**src/rtl/key_pkg.sv**
```systemverilog
// Shared definitions for the two-key debouncer: channel FSM state encoding
// and a small helper used to size the per-channel counter.
package key_pkg;

    // Per-channel debounce FSM states
    typedef enum logic [1:0] {
        KEY_IDLE         = 2'd0,
        KEY_PRESS_WAIT   = 2'd1,
        KEY_PRESSED      = 2'd2,
        KEY_RELEASE_WAIT = 2'd3
    } key_state_e;

    // Larger of two cycle counts, used to size the debounce counter
    function automatic int unsigned key_max(input int unsigned a, input int unsigned b);
        return (a > b) ? a : b;
    endfunction

endpackage

```
**src/rtl/key_debounce_ch.sv**
```systemverilog
// One debounce channel: 2-FF synchronizer, polarity fix-up, debounce FSM with
// a saturating counter, and registered level/press/long outputs.
// The long-press hold counter exists only when KEY_DEBOUNCE_LONG_PRESS_EN is defined.
module key_debounce_ch
    import key_pkg::*;
#(
    parameter int unsigned DEBOUNCE_CYCLES = 500000,
    parameter int unsigned LONG_CYCLES     = 50000000,
    parameter bit          ACTIVE_LOW      = 1'b1
) (
    input  logic clk,
    input  logic rst_n,
    input  logic key_i,
    output logic level_o,
    output logic press_o,
    output logic long_o
);

    localparam int unsigned CNT_W      = $clog2(key_max(DEBOUNCE_CYCLES, LONG_CYCLES)) + 1;
    localparam logic [CNT_W-1:0] CNT_ONE  = CNT_W'(1);
    localparam logic [CNT_W-1:0] CNT_SAT  = {CNT_W{1'b1}};
    localparam logic [CNT_W-1:0] DEB_LAST = CNT_W'(DEBOUNCE_CYCLES - 1);
    // With a one-cycle debounce the first pressed sample is accepted straight from IDLE
    localparam bit               DEB_SINGLE = (DEBOUNCE_CYCLES <= 1);
    // Raw line level when the key is not pressed
    localparam logic             RAW_IDLE   = ACTIVE_LOW;

    logic [1:0]       sync_q;
    logic             sample;
    key_state_e       state_q, state_d;
    logic [CNT_W-1:0] cnt_q, cnt_d, cnt_inc;
    logic             level_q, level_d;
    logic             press_q, press_d;

    // Two-flop synchronizer on the raw key line, reset to the unpressed level
    always_ff @(posedge clk or negedge rst_n) begin
        if (!rst_n) begin
            sync_q <= {2{RAW_IDLE}};
        end else begin
            sync_q <= {sync_q[0], key_i};
        end
    end

    assign sample  = ACTIVE_LOW ? ~sync_q[1] : sync_q[1];
    assign cnt_inc = (cnt_q == CNT_SAT) ? cnt_q : cnt_q + CNT_ONE;

    // State, counter and output registers
    always_ff @(posedge clk or negedge rst_n) begin
        if (!rst_n) begin
            state_q <= KEY_IDLE;
            cnt_q   <= '0;
            level_q <= 1'b0;
            press_q <= 1'b0;
        end else begin
            state_q <= state_d;
            cnt_q   <= cnt_d;
            level_q <= level_d;
            press_q <= press_d;
        end
    end

    // Next-state and counter logic; a bounce during a wait state discards progress
    always_comb begin
        state_d = state_q;
        cnt_d   = cnt_q;
        case (state_q)
            KEY_IDLE: begin
                if (sample) begin
                    if (DEB_SINGLE) begin
                        state_d = KEY_PRESSED;
                        cnt_d   = '0;
                    end else begin
                        state_d = KEY_PRESS_WAIT;
                        cnt_d   = CNT_ONE;
                    end
                end
            end
            KEY_PRESS_WAIT: begin
                if (!sample) begin
                    state_d = KEY_IDLE;
                    cnt_d   = '0;
                end else if (cnt_q >= DEB_LAST) begin
                    state_d = KEY_PRESSED;
                    cnt_d   = '0;
                end else begin
                    cnt_d = cnt_inc;
                end
            end
            KEY_PRESSED: begin
                if (!sample) begin
                    if (DEB_SINGLE) begin
                        state_d = KEY_IDLE;
                        cnt_d   = '0;
                    end else begin
                        state_d = KEY_RELEASE_WAIT;
                        cnt_d   = CNT_ONE;
                    end
                end
            end
            KEY_RELEASE_WAIT: begin
                if (sample) begin
                    state_d = KEY_PRESSED;
                    cnt_d   = '0;
                end else if (cnt_q >= DEB_LAST) begin
                    state_d = KEY_IDLE;
                    cnt_d   = '0;
                end else begin
                    cnt_d = cnt_inc;
                end
            end
            default: begin
                state_d = KEY_IDLE;
                cnt_d   = '0;
            end
        endcase
    end

    // Output decode: level tracks the pressed half of the FSM, press marks acceptance
    always_comb begin
        level_d = (state_d == KEY_PRESSED) || (state_d == KEY_RELEASE_WAIT);
        press_d = (state_d == KEY_PRESSED) &&
                  ((state_q == KEY_IDLE) || (state_q == KEY_PRESS_WAIT));
    end

    assign level_o = level_q;
    assign press_o = press_q;

`ifdef KEY_DEBOUNCE_LONG_PRESS_EN
    localparam int unsigned HOLD_W = $clog2(LONG_CYCLES) + 1;
    localparam logic [HOLD_W-1:0] HOLD_LAST = HOLD_W'(LONG_CYCLES - 1);
    localparam logic [HOLD_W-1:0] HOLD_ONE  = HOLD_W'(1);

    logic [HOLD_W-1:0] hold_q, hold_d;
    logic              long_done_q, long_done_d;
    logic              long_q, long_d;

    // Hold count advances only in PRESSED, freezes in RELEASE_WAIT, clears on release
    always_comb begin
        hold_d      = hold_q;
        long_done_d = long_done_q;
        long_d      = (state_q == KEY_PRESSED) && (hold_q == HOLD_LAST) && !long_done_q;
        if ((state_q == KEY_PRESSED) && (hold_q != HOLD_LAST)) begin
            hold_d = hold_q + HOLD_ONE;
        end
        if (long_d) begin
            long_done_d = 1'b1;
        end
        if (state_d == KEY_IDLE) begin
            hold_d      = '0;
            long_done_d = 1'b0;
        end
    end

    // Hold counter, one-shot flag and long-press pulse registers
    always_ff @(posedge clk or negedge rst_n) begin
        if (!rst_n) begin
            hold_q      <= '0;
            long_done_q <= 1'b0;
            long_q      <= 1'b0;
        end else begin
            hold_q      <= hold_d;
            long_done_q <= long_done_d;
            long_q      <= long_d;
        end
    end

    assign long_o = long_q;
`else
    assign long_o = 1'b0;
`endif

endmodule

```
**src/rtl/key_debounce.sv**
```systemverilog
// Two-key push-button debouncer with press and optional long-press pulses.
// Define KEY_DEBOUNCE_LONG_PRESS_EN to enable key*_long; otherwise they are tied 0.
module key_debounce #(
    parameter int unsigned DEBOUNCE_CYCLES = 500000,
    parameter int unsigned LONG_CYCLES     = 50000000,
    parameter bit          ACTIVE_LOW      = 1'b1
) (
    input  logic clk,
    input  logic rst_n,
    input  logic KEY0,
    input  logic KEY1,
    output logic key0_level,
    output logic key1_level,
    output logic key0_press,
    output logic key1_press,
    output logic key0_long,
    output logic key1_long
);

    // Channel for KEY0
    key_debounce_ch #(
        .DEBOUNCE_CYCLES (DEBOUNCE_CYCLES),
        .LONG_CYCLES     (LONG_CYCLES),
        .ACTIVE_LOW      (ACTIVE_LOW)
    ) u_ch0 (
        .clk     (clk),
        .rst_n   (rst_n),
        .key_i   (KEY0),
        .level_o (key0_level),
        .press_o (key0_press),
        .long_o  (key0_long)
    );

    // Channel for KEY1, fully independent of KEY0
    key_debounce_ch #(
        .DEBOUNCE_CYCLES (DEBOUNCE_CYCLES),
        .LONG_CYCLES     (LONG_CYCLES),
        .ACTIVE_LOW      (ACTIVE_LOW)
    ) u_ch1 (
        .clk     (clk),
        .rst_n   (rst_n),
        .key_i   (KEY1),
        .level_o (key1_level),
        .press_o (key1_press),
        .long_o  (key1_long)
    );

endmodule
```
**config.mk**
```make
export PLATFORM = sky130hd
export DESIGN_NAME = key_debounce
export DESIGN_NICKNAME = d
export VERILOG_FILES = /design/src/rtl/key_pkg.sv /design/src/rtl/key_debounce_ch.sv /design/src/rtl/key_debounce.sv
export SDC_FILE = /design/constraint.sdc
export NUM_CORES = 1
export LEC_CHECK = 0
export ABC_AREA = 0
export CORE_MARGIN = 1.5
export CORE_UTILIZATION = 35
export CTS_CLUSTER_DIAMETER = 30
export CTS_CLUSTER_SIZE = 20
export DETAILED_ROUTE_END_ITERATION = 10
export PLACE_DENSITY = 0.55
export SYNTH_ARGS = -nofsm -noshare
export SYNTH_HDL_FRONTEND = slang
export SYNTH_SLANG_ARGS = --single-unit
```
**constraint.sdc**
```tcl
create_clock -name clk -period 5.9 [get_ports clk]
set_clock_uncertainty 0.2 [all_clocks]
set_input_delay 0.59 -clock clk [delete_from_list [all_inputs] [get_ports clk]]
set_output_delay 0.59 -clock clk [all_outputs]
set_load 0.02 [all_outputs]
```
== After elaboration in Yosys (flattened, before gate mapping) ==
Index checks and enable logic that the tools add are counted.

* Add/sub/neg operators: 2
* Multiply operators: 0
* Divide/modulo/power cells: 0
* $lt $le $gt $ge: 2
* Equality and inequality tests: 16
* Shift operators: 0
* Multiplexer cells: 28
* Bitwise gates (word level): 0
* Reduce and logical (&&, ||, !) cells: 10

{| class="wikitable"
|+ Operator list
! cell !! count
|-
| 27-bit two-way mux || 12
|-
| 27-bit case mux with 4 select lines || 2
|-
| 27-bit by 1-bit adder with 27-bit output, second input constant || 2
|-
| 27-bit equality test, second input constant || 2
|-
| 27-bit by 19-bit greater-or-equal comparator with 1-bit output, second input constant || 2
|-
| 2-bit two-way mux || 12
|-
| 2-bit equality test, second input constant || 8
|-
| 2-bit case mux with 4 select lines || 2
|-
| 2-bit by 1-bit equality test with 1-bit output, second input constant || 2
|-
| 2-bit logical NOT || 2
|-
| 1-bit logical OR || 4
|-
| 2-bit by 1-bit inequality test with 1-bit output, second input constant || 2
|-
| 2-bit inequality test, second input constant || 2
|-
| 2-bit AND reduction || 2
|-
| 1-bit logical AND || 2
|}

* Flip-flop bits (word level): 66
* Latch bits: 0
* Bits in writable memories: 0
* Memory bits (read-only): 0
* Input bits: 4
* Output and inout bits: 6
* Memories: 0

== Logic depth before layout (Yosys ltp) ==
* Word-level depth: 6
* Gate-level depth with buffers: 8
* Gate-level depth less buffers: 7

== Cells and area by module ==
From an unflattened synthesis, not the netlist that was laid out.

* Cells, all modules: 380
* Area, all modules: 3621.0 um^2

{| class="wikitable"
|+ Modules (own cells, without submodules)
! module !! instances !! cells each !! area an instance (um^2) !! seq. area each (um^2)
|-
| key_debounce_ch || 2 || 190 || 1810.5 || 828.3
|}

== Worst setup path after synthesis ==
Ideal clock, no wire load.

* Path type: register -> register
* Start: register u_ch1.cnt_q[12]
* End: register u_ch1.cnt_q[7]
* Library setup time: 0.121 ns
* Data arrival time: 2.234 ns
* Setup slack: 3.345 ns
* Cell stages (with the launch flop): 9
* Buffers on the path: 2
* Period minus slack after synthesis: 2.555 ns
* Cells stage by stage: dfrtp_1 -> clkbuf_1 -> or4b_2 -> or3_1 -> o21bai_1 -> or3_1 -> buf_2 -> o21ai_0 -> a22o_1

* Longest elaborated chain between the ends: 5

{| class="wikitable"
|+ RTL lines
! item !! RTL line !! RTL
|-
| start: declaration || key_debounce_ch.sv:31 || <nowiki>logic [CNT_W-1:0] cnt_q, cnt_d, cnt_inc;</nowiki>
|-
| start signal: assignment || key_debounce_ch.sv:56 || <nowiki>cnt_q <= cnt_d;</nowiki>
|-
| parallel branches: the longest is 2 deep, another holds 27-bit by 19-bit greater-or-equal comparator with 1-bit output || -- ||
|-
| 27-bit two-way mux (*) || key_debounce_ch.sv:82, key_debounce_ch.sv:104 ||
|-
| 27-bit two-way mux, on equally long branches || key_debounce_ch.sv:101, key_debounce_ch.sv:79 ||
|-
| 27-bit case mux with 4 select lines (*) || key_debounce_ch.sv:66 || <nowiki>case (state_q)</nowiki>
|}

Every way passes the cells marked *.
A chain may end at the register's enable or synchronous reset.

== Worst setup path after layout ==
* Start: register u_ch0.cnt_q[5]
* End: register u_ch0.cnt_q[13]

* Longest elaborated chain between the ends: 5

{| class="wikitable"
|+ RTL lines
! item !! RTL line !! RTL
|-
| start: declaration || key_debounce_ch.sv:31 ||
|-
| start signal: assignment || key_debounce_ch.sv:56 ||
|-
| 27-bit by 1-bit adder with 27-bit output or 27-bit equality test (tied branches) || key_debounce_ch.sv:45 || <nowiki>assign cnt_inc = (cnt_q == CNT_SAT) ? cnt_q : cnt_q + CNT_ONE;</nowiki>
|-
| 27-bit two-way mux || key_debounce_ch.sv:45 ||
|-
| 27-bit two-way mux (*) || key_debounce_ch.sv:82, key_debounce_ch.sv:104 ||
|-
| 27-bit two-way mux, on equally long branches || key_debounce_ch.sv:101, key_debounce_ch.sv:79 ||
|-
| 27-bit case mux with 4 select lines (*) || key_debounce_ch.sv:66 ||
|}

Every way passes the cells marked *; elsewhere a longest branch is shown, timed or not.

==> flow_metrics.env <==
export IMPL_status="complete, no violations"
export IMPL_groute_layer_met1_usage_pct=24.35
export IMPL_layout_setup_ws_ns=2.927
export IMPL_cap_violations=0
export IMPL_drt_initial_drc_count=292
export IMPL_final_hold_violation_count=0
export IMPL_tightest_slew_ns=0.9014
export IMPL_clk_pin_slew_worst_paths_ns=0.08
export IMPL_overflow=0
export IMPL_syn_instance_count=370
export IMPL_crit_arrival_ns=2.99
export IMPL_synth_edff_count=0
export IMPL_clock_fmax_mhz=336.3
export IMPL_cp_required_ns=5.92
export IMPL_drive_above_1_share_pct=9.019
export IMPL_ys_flop_type="dfrtp_1"
export IMPL_ys_async_sr_fraction_pct=100.0
export IMPL_fin_area_um2=3719
export IMPL_dp_cells=490
export IMPL_postCtsSetupBuffers=0
export IMPL_synthTopCellsByArea="dfrtp_1 (46%), nand3_1 (4.3%), a21oi_1 (3.5%)"
export IMPL_holdBufCountCts=0
export IMPL_fillerInstances=910
export IMPL_totalWireLength_um=7392
export IMPL_final_common_cell="dfrtp_1"
export IMPL_fp_dieW_um=101.3
export IMPL_stdcell_count=506
export IMPL_grt_pass1_vias=2658
export IMPL_io_pins=10
export IMPL_fin_setup_tns_ns=0
export IMPL_rsz0062_at_grt="no"
export IMPL_vias_per_cell=5.470
export IMPL_multi_input_area_um2=1624
export IMPL_synth_top_area_cell="dfrtp_1"
export IMPL_dp_hpwl_um=4897
export IMPL_period_share_pct=50.40
export IMPL_synth_cell_area_um2=3384
export IMPL_drc_errors=0
export IMPL_synth_top_area_share_pct=45.84
export IMPL_seq_area_um2=1657
export IMPL_grt_use_met2_pct=22.72
export IMPL_hold_path_class="reg -> reg"
export IMPL_grt_busiest_layer="met1"
export IMPL_yosysWarnings=0
export IMPL_crit_path_top_delay_cell="or4_4"
export IMPL_grt_use_total_pct=16.07
export IMPL_syn_area_per_cell_um2=9.147
export IMPL_worst_setup_path_end_kind="flip-flop"
export IMPL_critPathBufInv=1
export IMPL_antenna_found_initial=0
export IMPL_drt_wirelength_per_cell_um=14.61
export IMPL_routabilityCongestion=0.8329
export IMPL_die_area_um2=10270
export IMPL_vdd_drop_max_v=0.0001276
export IMPL_core_area_um2=9328
export IMPL_final_cell_mix="dfrtp_1 (62), nand2_1 (30), nand3_1 (29), nor2_1 (27), a21oi_1 (24)"
export IMPL_num_vias=2768
export IMPL_period_needed_ns=2.973
export IMPL_clockRootBuffer="clkbuf_8"
export IMPL_grt_max_degree=67
export IMPL_nets=378
export IMPL_post_cts_resized=0
export IMPL_ys_ff_latch=66
export IMPL_synth_cell_types=48
export IMPL_cts_sinks=66
export IMPL_cpPeakStageDelay_ns=0.56
export IMPL_cts_buffers=9
export IMPL_grt_pass1_wl_um=13020
export IMPL_first_pass_iters=5
export IMPL_htreeDepth=3
export IMPL_ant_nets=0
export IMPL_n_antenna_cell=0
export IMPL_start_util_pct=36.28
export IMPL_use_met3_pct=2.761
export IMPL_area_growth_pct=9.871
export IMPL_dpl_cell_area_um2=3556
export IMPL_path_cells="or4_4 > or4_1 > o22ai_1 > nor3_2 > buf_4 > and3_1 > a211o_1"
export IMPL_relSlewSlack_pct=39.41
export IMPL_critPathLaunchType="flip-flop"
export IMPL_io_buffer_count=7
export IMPL_synth_seq_area_share_pct=48.95
export IMPL_place_ws_ns=2.978
export IMPL_cp_max_fo=14
export IMPL_slew_violations=0
export IMPL_die_y_um=101.3
export IMPL_leakage_nw=1.562
export IMPL_clock_path_buffers=2
export IMPL_critPathTopFamily="simple AND/OR/NAND/NOR gates"
export IMPL_setup_viol=0
export IMPL_clk_latency_ns=0.34
export IMPL_tritoncts="built"
export IMPL_power_density_nw_per_um2=226.6
export IMPL_path_class="reg -> reg"
export IMPL_rows=35
state kept, by name (all words and copies together), names as in the netlist:
name / cells
u_ch0.press_o: 1
u_ch0.level_o: 1
u_ch0.state_q: 2
u_ch1.sync_q: 2
u_ch0.sync_q: 2
u_ch1.press_o: 1
u_ch1.state_q: 2
u_ch0.cnt_q: 27
u_ch1.level_o: 1
u_ch1.cnt_q: 27
cell type report:
type | count | area share [%]
Clock buffer | 11 | 3.533
Clock inverter | 5 | 0.8412
Inverter | 5 | 0.5047
Multi-Input combinational cell | 279 | 43.67
Sequential cell | 66 | 44.55
Tap cell | 129 | 4.341
Timing Repair Buffer | 11 | 2.557
power breakdown:
group | leakage [nW] | internal, mW | switching [mW] | total, mW
Combinational | 0.582 | 0.0153 | 0.0337 | 0.0490
Clock | 0.0831 | 0.151 | 0.175 | 0.327
Sequential | 0.897 | 0.460 | 0.00671 | 0.467
synth_stat cells (2+ instances only):
| cell | count |
|---|---|
| a211o_1 | 2 |
| a211oi_1 | 2 |
| a21boi_0 | 3 |
| a21o_1 | 3 |
| a21oi_1 | 24 |
| a22o_1 | 3 |
| a31oi_1 | 15 |
| a41oi_1 | 3 |
| and2_1 | 18 |
| and3_1 | 12 |
| and4_1 | 2 |
| buf_2 | 6 |
| buf_4 | 2 |
| clkbuf_1 | 12 |
| dfrtp_1 | 62 |
| dfstp_2 | 4 |
| ha_1 | 2 |
| inv_1 | 5 |
| mux2i_1 | 5 |
| nand2_1 | 30 |
| nand3_1 | 29 |
| nand4_1 | 19 |
| nor2_1 | 27 |
| nor3_1 | 13 |
| nor4_1 | 8 |
| o21a_1 | 3 |
| o21ai_0 | 19 |
| or2_2 | 5 |
| or3_1 | 7 |
| or4_1 | 5 |
| xnor2_1 | 2 |
| xor2_1 | 2 |
worst paths after layout:
| kind | slack [ns] | to | startpoint | cells after the start |
|---|---|---|---|---|
| setup / recovery | 2.93 | u_ch0.cnt_q[13]$_DFFE_PN0P_ | u_ch0.cnt_q[5]$_DFFE_PN0P_ | 7 |
| hold / removal | 0.16 | u_ch1.sync_q[1]$_DFF_PN1_ | u_ch1.sync_q[0]$_DFF_PN1_ | 0 |
| setup reg to reg | 2.93 | u_ch0.cnt_q[13]$_DFFE_PN0P_ | u_ch0.cnt_q[5]$_DFFE_PN0P_ | 7 |
| hold reg to reg | 0.16 | u_ch1.sync_q[1]$_DFF_PN1_ | u_ch1.sync_q[0]$_DFF_PN1_ | 0 |
| max in group asynchronous | 4.71 | u_ch1.cnt_q[15]$_DFFE_PN0P_ | rst_n | 2 |
| min in group asynchronous | 0.22 | u_ch0.cnt_q[10]$_DFFE_PN0P_ | rst_n | 2 |
per-layer routing:
metal / wire (um) / part of all wire (%)
met5: 0 / 0
met4: 99 / 1.3
met3: 331 / 4.5
met2: 3181 / 43
met1: 3780 / 51
logic make-up after synthesis:
kind of cell / synth area share (%)
adders and majority gates: 0.7393
muxes: 1.479
other: 0.1108
buffers and inverters: 3.327
xor gates and xnor gates: 1.035
AOI/OAI and AO/OA: 15.97
DFF: 48.95
and+or+nand+nor: 28.39
per-stage QoR:
step	util (%)	hold WS (ns)	power [mW]
final	39.87	0.1573	0.8427
after global placement	38.12	0.1492	0.5237
after detailed placement	38.12	0.1479	0.5252
after CTS	39.87	0.1591	0.8536
after floorplan	-	0.09441	0.5044
after global routing	39.87	0.1610	0.8799
(Power assumes the default switching activity.)
